$ cat config.mk
export PLATFORM = sky130hd
export DESIGN_NAME = rr_arbiter8_flat
export DESIGN_NICKNAME = d
export VERILOG_FILES = /design/src/rtl/pe_pkg.sv /design/src/rtl/rr_arbiter8_if.sv /design/src/rtl/pe8x3_rot.sv /design/src/rtl/rr_arbiter8.sv /design/src/flat_wrapper.sv
export SDC_FILE = /design/constraint.sdc
export NUM_CORES = 1
export LEC_CHECK = 0
export ABC_AREA = 1
export CORE_ASPECT_RATIO = 0.6
export CORE_MARGIN = 2
export CORE_UTILIZATION = 50
export CTS_CLUSTER_DIAMETER = 60
export CTS_CLUSTER_SIZE = 20
export DETAILED_ROUTE_END_ITERATION = 16
export PLACE_DENSITY = 0.76
export SLEW_MARGIN = 20
export SYNTH_ARGS = -nofsm -noshare
export SYNTH_HDL_FRONTEND = slang
export SYNTH_HIERARCHICAL = 1
export SYNTH_SLANG_ARGS = --single-unit
$ cat constraint.sdc
create_clock -name clk -period 2.8 [get_ports clk]
set_input_delay 0.28 -clock clk [delete_from_list [all_inputs] [get_ports clk]]
set_output_delay 0.28 -clock clk [all_outputs]
set_load 0.005 [all_outputs]
$ cat src/rtl/pe_pkg.sv
// Shared definitions for the 8-requester priority encoder and arbiter.
package pe_pkg;

    localparam int NREQ = 8;
    localparam int IDXW = 3;

    typedef enum logic {
        IDLE  = 1'b0,
        GRANT = 1'b1
    } state_e;

    // Binary index to one-hot vector.
    function automatic logic [NREQ-1:0] idx_to_onehot(input logic [IDXW-1:0] idx);
        return NREQ'(1) << idx;
    endfunction

endpackage

$ cat src/rtl/rr_arbiter8_if.sv
// Request/grant bundle between the requesting agents and the arbiter.
// The release strobe is named rel because release is a reserved word.
interface rr_arbiter8_if;

    logic [pe_pkg::NREQ-1:0] req;
    logic                    mode;
    logic                    rel;
    logic [pe_pkg::NREQ-1:0] gnt;
    logic [pe_pkg::IDXW-1:0] gnt_idx;
    logic                    gnt_valid;
    logic                    timeout;

    modport master (
        output req, mode, rel,
        input  gnt, gnt_idx, gnt_valid, timeout
    );

    modport slave (
        input  req, mode, rel,
        output gnt, gnt_idx, gnt_valid, timeout
    );

endinterface

$ cat src/rtl/pe8x3_rot.sv
// Rotating 8-to-3 priority encoder: bit ptr has top priority, then ptr-1,
// wrapping down to ptr+1. With ptr=7 it is the plain highest-index-wins encoder.
module pe8x3_rot
    import pe_pkg::*;
(
    input  logic [NREQ-1:0] vec,
    input  logic [IDXW-1:0] ptr,
    output logic [IDXW-1:0] idx,
    output logic            valid
);

    logic [IDXW-1:0] pos;

    // Scan from lowest to highest priority so the last hit is the winner.
    always_comb begin
        // NOTE: every output gets a default first so no path leaves it unassigned (no latch).
        idx   = '0;
        valid = 1'b0;
        pos   = '0;
        for (int k = NREQ - 1; k >= 0; k--) begin
            pos = ptr - IDXW'(k);
            if (vec[pos]) begin
                idx   = pos;
                valid = 1'b1;
            end
        end
    end

endmodule

$ cat src/rtl/rr_arbiter8.sv
// Eight-way arbiter with fixed or round-robin priority, grant holding,
// release handshake and a hold-time watchdog. All outputs are registered.
module rr_arbiter8
    import pe_pkg::*;
#(
    parameter int MAX_HOLD = 16,
    parameter int CNTW     = 8
) (
    input  logic           clk,
    input  logic           rst_n,
    rr_arbiter8_if.slave   bus
);

    // Last counter value before the watchdog forces a release.
    localparam logic [CNTW-1:0] HOLD_LAST = (MAX_HOLD == 0) ? '0 : CNTW'(MAX_HOLD - 1);

    state_e          state;
    logic [NREQ-1:0] gnt_q;
    logic [IDXW-1:0] idx_q;
    logic [IDXW-1:0] ptr_q;
    logic            valid_q;
    logic            timeout_q;
    logic [CNTW-1:0] hold_cnt;

    logic            owner_req;
    logic            wd_hit;
    logic            grant_end;
    logic            arb_now;
    logic [NREQ-1:0] arb_vec;
    logic [IDXW-1:0] arb_ptr;
    logic [IDXW-1:0] win_idx;
    logic            win_valid;

    // Decide whether this cycle arbitrates and what the encoder sees.
    always_comb begin
        owner_req = bus.req[idx_q];
        wd_hit    = (MAX_HOLD != 0) && (hold_cnt == HOLD_LAST);
        grant_end = (state == GRANT) && (bus.rel || !owner_req || wd_hit);
        arb_now   = (state == IDLE) || grant_end;
        // The outgoing owner is masked so a grant end always hands over.
        arb_vec   = (state == GRANT) ? (bus.req & ~idx_to_onehot(idx_q)) : bus.req;
        arb_ptr   = bus.mode ? ptr_q : IDXW'(NREQ - 1);
    end

    pe8x3_rot u_enc (
        .vec   (arb_vec),
        .ptr   (arb_ptr),
        .idx   (win_idx),
        .valid (win_valid)
    );

    // Controller FSM with grant registers, hold counter and round-robin pointer.
    always_ff @(posedge clk or negedge rst_n) begin
        // NOTE: sequential state uses non-blocking assignments so every register samples pre-edge values.
        if (!rst_n) begin
            state     <= IDLE;
            gnt_q     <= '0;
            idx_q     <= '0;
            valid_q   <= 1'b0;
            timeout_q <= 1'b0;
            hold_cnt  <= '0;
            ptr_q     <= IDXW'(NREQ - 1);
        end else begin
            // Only a pure watchdog end raises timeout; release or a drop wins.
            timeout_q <= grant_end && wd_hit && !bus.rel && owner_req;
            if (arb_now) begin
                hold_cnt <= '0;
                if (win_valid) begin
                    state   <= GRANT;
                    gnt_q   <= idx_to_onehot(win_idx);
                    idx_q   <= win_idx;
                    valid_q <= 1'b1;
                    if (bus.mode) begin
                        ptr_q <= win_idx - IDXW'(1);
                    end
                end else begin
                    state   <= IDLE;
                    gnt_q   <= '0;
                    valid_q <= 1'b0;
                end
            end else if (MAX_HOLD != 0 && hold_cnt != HOLD_LAST) begin
                hold_cnt <= hold_cnt + CNTW'(1);
            end
        end
    end

    assign bus.gnt       = gnt_q;
    assign bus.gnt_idx   = idx_q;
    assign bus.gnt_valid = valid_q;
    assign bus.timeout   = timeout_q;

endmodule

$ cat src/flat_wrapper.sv
// flat-port wrapper written by rule: the top's interface ports become plain ports
module rr_arbiter8_flat import pe_pkg::*;
#(
    parameter int MAX_HOLD = 16,
    parameter int CNTW     = 8
)
  (clk, rst_n, bus_req, bus_mode, bus_rel, bus_gnt, bus_gnt_idx, bus_gnt_valid, bus_timeout);
  rr_arbiter8_if bus_i ();
  input  logic clk;
  input  logic rst_n;
  input wire logic [$bits(bus_i.req)-1:0] bus_req;
  input wire logic [$bits(bus_i.mode)-1:0] bus_mode;
  input wire logic [$bits(bus_i.rel)-1:0] bus_rel;
  output wire logic [$bits(bus_i.gnt)-1:0] bus_gnt;
  output wire logic [$bits(bus_i.gnt_idx)-1:0] bus_gnt_idx;
  output wire logic [$bits(bus_i.gnt_valid)-1:0] bus_gnt_valid;
  output wire logic [$bits(bus_i.timeout)-1:0] bus_timeout;
  assign bus_i.req = bus_req;
  assign bus_i.mode = bus_mode;
  assign bus_i.rel = bus_rel;
  assign bus_gnt = bus_i.gnt;
  assign bus_gnt_idx = bus_i.gnt_idx;
  assign bus_gnt_valid = bus_i.gnt_valid;
  assign bus_timeout = bus_i.timeout;
  rr_arbiter8 #(.MAX_HOLD(MAX_HOLD), .CNTW(CNTW)) u_core (.clk(clk), .rst_n(rst_n), .bus(bus_i));
endmodule
==> Word level (Yosys, flattened, before mapping) <==
Index checks and enable logic that the tools add are counted.
{ "classes": {"addsub": 9, "magnitude_cmp": 9, "n_eq_ne": 2, "n_shift": 2, "mux": 40, "bitwise": 3, "reduce_logical": 12} }
{ "ops": {"columns": ["operator", "n"], "rows": [
  ["3-bit by 4-bit < comparator with 1-bit output (second input constant)", 9],
  ["8-bit two-way mux", 4],
  ["1-bit binary-select mux with 3-bit select", 9],
  ["3-bit two-way mux", 9],
  ["1-bit two-way mux", 18],
  ["1-bit by 3-bit << shifter with 8-bit output (first input constant)", 2],
  ["3-bit subtractor (second input constant)", 4],
  ["8-bit by 1-bit adder with 8-bit output (second input constant)", 1],
  ["8-bit bitwise AND", 1],
  ["8-bit by 4-bit equality test with 1-bit output (second input constant)", 1],
  ["8-bit by 4-bit inequality test with 1-bit output (second input constant)", 1],
  ["8-bit NOT", 1],
  ["3-bit by 1-bit subtractor with 3-bit output (second input constant)", 2],
  ["3-bit by 2-bit subtractor with 3-bit output (second input constant)", 2],
  ["1-bit logical AND", 4],
  ["1-bit logical OR", 3],
  ["3-bit AND reduction", 1],
  ["1-bit logical NOT", 2],
  ["2-bit AND reduction", 1],
  ["2-bit nonzero test", 1],
  ["1-bit NOT", 1]
]} }
{ "word_totals": {"register_bits": 24, "out_inout_bits": 13, "word_cells": 83} }

==> Logic depth before layout (Yosys ltp) <==
Gate-level depths: netlist (run 1).
{ "depth": {"depth_word": 16, "mapped_depth": 23} }

==> Hierarchy <==
The synthesis (run 1) kept the hierarchy.
{ "by_module_without_submodules": {"columns": ["mod", "n_inst", "cells_per_inst", "area_each_um2"], "rows": [
  ["rr_arbiter8", 1, 159, 1328.8],
  ["pe8x3_rot", 1, 121, 666.9]
]} }

==> Worst setup path after synthesis (run 1) <==
No wires, ideal clock.
{ "synth_path": {"kind": "reg2reg", "startpoint": "reg u_core.ptr_q[0]", "endpoint": "reg u_core.ptr_q[2]", "setup_time_ps": 62, "t_arrival_ps": 2718, "slack_ps": 21, "path_stages_with_launch": 21, "n_path_buf": 1, "path_cell_list": "dfstp_2 > inv_1 > nand2_1 > buf_6 > inv_8 > ha_1 > inv_2 > nand3_1 > and2_4 > nand2_2 > nand2_2 > nor2_4 > inv_2 > o21ai_2 > nand2_1 > o21ai_1 > inv_1 > ha_1 > xor2_1 > nand4_1 > nand2_1"} }
{ "synth_between": {"elab_chain_len": 13} }
{ "synth_lines": {"columns": ["item", "line", "text"], "rows": [
  ["start, declared", "rr_arbiter8.sv:20", "logic [IDXW-1:0] ptr_q;"],
  ["start signal, assigned", "rr_arbiter8.sv:62", "ptr_q <= IDXW'(NREQ - 1);"],
  ["start signal, assigned", "rr_arbiter8.sv:74", "ptr_q <= win_idx - IDXW'(1);"],
  ["3-bit two-way mux *", "rr_arbiter8.sv:42", "arb_ptr = bus.mode ? ptr_q : IDXW'(NREQ - 1);"],
  ["via u_core.arb_ptr[0]", "rr_arbiter8.sv:30", "logic [IDXW-1:0] arb_ptr;"],
  ["3-bit subtractor", "pe8x3_rot.sv:21", "pos = ptr - IDXW'(k);"],
  ["1-bit binary-select mux with 3-bit select", "pe8x3_rot.sv:22", "if (vec[pos]) begin"],
  ["1-bit two-way mux (implied by the code)", "pe8x3_rot.sv:22", null],
  ["3-bit two-way mux (7 in series)", "pe8x3_rot.sv:22", null],
  ["3-bit two-way mux *", "pe8x3_rot.sv:22", null],
  ["via u_core.win_idx[0]", "rr_arbiter8.sv:31", "logic [IDXW-1:0] win_idx;"],
  ["3-bit by 1-bit subtractor with 3-bit output *", "rr_arbiter8.sv:74", null]
]} }
The timed path passes the listed nets; every way through them passes the cells marked *. The select of a mux whose other input is x is not followed.
A chain may end at the register's enable or synchronous reset.

==> Final worst setup path (run 1) <==
{ "layout_path": {"startpoint": "reg u_core.ptr_q[1]", "endpoint": "reg u_core.ptr_q[2]"} }
Same word-level chain as after synthesis.

==> flow_summary_export.csv, run 1 <==
group,metric,value,unit
logic_synthesis,synth_edf_count,0,
sta,fmaxAchievable,379,MHz
min_path,min_path_type,"input port to async pin",
clocking,clk_latency,0.26,ns
die,row_count,17,
clocking,cts_tree,"done",
sta,finalClockSkew,0.00310,ns
global_routing,grt_usage,24.6,%
route,drc_errors,0,
route,ant_nets,0,
run_status,status,"completed",
route,dr_total_vias,2130,
layout,fill_cells,299,
worst_setup_path,end_kind,"flop",
layout,final_common_cell,"nand2_1",
layout,n_antenna_cell,0,
clocking,htree_levels,1,
sta,setup_viol,0,
logic_synthesis,yosys_warnings,6,
route,via_per_inst,5.45,
logic_synthesis,ys_seq_area_share,30.3,%
clocking,cts_inserted_buffers,3,
global_routing,grt_pass1_vias,1809,
layout,drive_above_1_share,34.3,%
sta,final_hold_viol_count,0,
logic_synthesis,yosys.area.top_type,"dfrtp_1",
pwr,peakVddDrop,0.000726,V
logic_synthesis,synth_seq_cells,24,
layout,layout.nets,365,
clocking,cts.sinks,24,
logic_synthesis,yosysUniqueCellTypes,34,
global_routing,gr-total-overflow,0,
worst_setup_path,cp.arrival,2.85,ns
global_routing,grt_max_degree,25,
layout,layout.cells.non_filler,391,
pwr,power_density,1220,nW/um2
logic_synthesis,synth_area_leaders,"dfrtp_1, nand2_1, nand3_1",
pwr,power.leakage,0.00140,uW
placement,place_inst,381,
die,die_h,52.9,um
sta,fin_crit_sh,94.4,%
logic_synthesis,synth_area,2000,um2
placement,port_buffers,24,
logic_synthesis,syn_avg_cell_area,7.13,um2
pwr,power.total,3400,uW
worst_setup_path,cp.required,3.01,ns
clocking,hold_buffers,0,
clocking,ctsRootBufferMaster,"clkbuf_8",
route,drt-pass1-iter-count,5,
placement,routabilityCongestion,0.873,
global_routing,grt_pass1_wl,8590,um
logic_synthesis,netlist.area_leader.share,26.3,%
logic_synthesis,async_flop_share,100,%
clocking,clk_pin_slew,0.08,ns
worst_setup_path,crit_type,"flop to flop",
logic_synthesis,syn-num-nets,300,
worst_setup_path,critPathLaunch,"u_core/ptr_q[1]",
layout,syn_to_final_growth,39.2,%
die,core,3740,um2
die,num_io_pins,25,
layout,final_cell_mix,"nand2_1, buf_4, nand3_1",
logic_synthesis,synthFlopType,"dfrtp_1",
sta,tightest_slew,0.492,ns
route,routedWlPerCell,14.2,um
route,wl,5530,um
global_routing,antenna_found_initial,0,
sta,drv_slew,0,
worst_setup_path,crit-reg2reg-launch,"u_core/ptr_q[1]",
sta,maxSlewHeadroom,67.2,%
die,die_w,85.6,um
worst_setup_path,critPathMaxFanout,6,
logic_synthesis,syn_inst,280,
placement,hpwl,4140,um
sta,period_needed,2.64,ns
die,die_area,4530,um2
worst_setup_path,start_kind,"flop",
die,initial_core_util,53.3,%
route,drtIter0Drc,278,
clocking,clockBufferDepth,2,
job,max-cap-violations,0,
-- area by class of cell --
type / count / area (um2) / share of cell area, %
Multi-Input combinational cell: 216 / 1320 / 47.7
Clock buffer: 3 / 41.3 / 1.49
Clock inverter: 1 / 30.0 / 1.08
Inverter: 32 / 135 / 4.86
Timing Repair Buffer: 68 / 581 / 20.9
Tap cell: 47 / 58.8 / 2.12
Sequential cell: 24 / 608 / 21.9
-- metrics by stage --
| stage | worst slack (ns) | util (%) | TNS, ns | cell area, um2 | hold WS, ns |
|---|---|---|---|---|---|
| global route | -0.0141 | 74.2 | -0.0141 | 2780 | 0.394 |
| global placement | -0.303 | 67.1 | -2.37 | 2510 | 0.451 |
| CTS | 0.0442 | 69.5 | 0 | 2600 | 0.363 |
| floorplan | 0.0205 | - | 0 | 2000 | -0.0156 |
| detailed placement | -0.372 | 67.1 | -3.11 | 2510 | 0.452 |
| finish | 0.158 | 74.2 | 0 | 2780 | 0.360 |
-- critical path, cell delays in order, from the launching register on --
cell	delay, ns
dfstp_2	0.55
inv_1	0.05
nand2_2	0.07
inv_2	0.06
ha_4	0.28
inv_6	0.10
nand3_2	0.11
nand3_2	0.12
nand2_2	0.08
inv_2	0.08
nand3_1	0.07
nand3_1	0.08
nand2_1	0.05
nand2_1	0.05
nand2_1	0.06
a21oi_2	0.18
inv_2	0.08
ha_2	0.17
xor2_1	0.13
nand4_1	0.11
nand2_1	0.10
-- per-layer routing --
layer | share of wire (%) | track usage [%] | up-vias
met5 | 0 | 0 | -
met3 | 9.4 | 4.06 | 2
met1 | 46 | 37.6 | 986
li1 | - | - | 1047
met2 | 44 | 37.6 | 95
met4 | 0.43 | 2.12 | 0
-- final timing paths --
| kind | slack (ns) | end | cells past startpoint |
|---|---|---|---|
| max reg2reg | 0.16 | u_core/ptr_q[2] | 20 |
| min | 0.36 | u_core/hold_cnt[5] | 2 |
| max | 0.16 | u_core/ptr_q[2] | 20 |
| max in group asynchronous | 2.15 | u_core/ptr_q[0] | 2 |
| min reg2reg | 0.46 | u_core/hold_cnt[0] | 1 |
| min in group clk | 0.46 | u_core/hold_cnt[0] | 1 |
-- sequential cells by signal (all words and copies together), names as in the netlist --
name                  flops
u_core/bus.gnt_idx        3
u_core/bus.gnt_valid      1
u_core/hold_cnt           8
u_core/bus.timeout        1
u_core/bus.gnt            8
u_core/ptr_q              3
-- power breakdown --
part / internal (uW) / switching (uW) / leakage, uW
logic: 1110 / 1440 / 0.00106
clock network: 191 / 105 / 0.0000357
registers: 464 / 84.9 / 0.000306
-- cells by family (layout without fill, tap and decap cells) --
group	after synthesis	count (layout)	synth area share (%)
DFF	24	24	30.3
adders and majority gates	8	8	5.02
AOI/OAI and AO/OA	25	25	7.65
buffers and inverters	40	104	9.97
and+or+nand+nor	177	177	44.1
xor gates and xnor gates	6	6	3.01
-- timing repair --
item / CTS / global route
setup endpoints to repair: 9 / 15
gates cloned: 0 / 0
gates resized for setup: 4 / 39
pin swaps: 0 / 10
setup buffers: 0 / 6
endpoints found under the hold margin: 0 / 0
-- cells in the mapped netlist (all sizes together) (3+ instances only) --
library cell,count
a21boi,6
dfrtp,21
nand3,52
a21oi,12
inv,32
o21ai,6
xor2,5
nor2,25
ha,8
buf,8
nand4,12
nand2,83
dfstp,3
Note: power is estimated with default switching activity, not from simulation.
==> run 2: changes to the inputs <==
--- a/config.mk
+++ b/config.mk
@@ -12,6 +12,7 @@
 export CTS_CLUSTER_DIAMETER = 60
 export CTS_CLUSTER_SIZE = 20
 export DETAILED_ROUTE_END_ITERATION = 16
+export HOLD_SLACK_MARGIN = 0.08
 export PLACE_DENSITY = 0.76
 export SLEW_MARGIN = 20
 export SYNTH_ARGS = -nofsm -noshare
==> results of run 2 <==
Same layout as run 1: the final DEF is identical, and so are final timing and power.
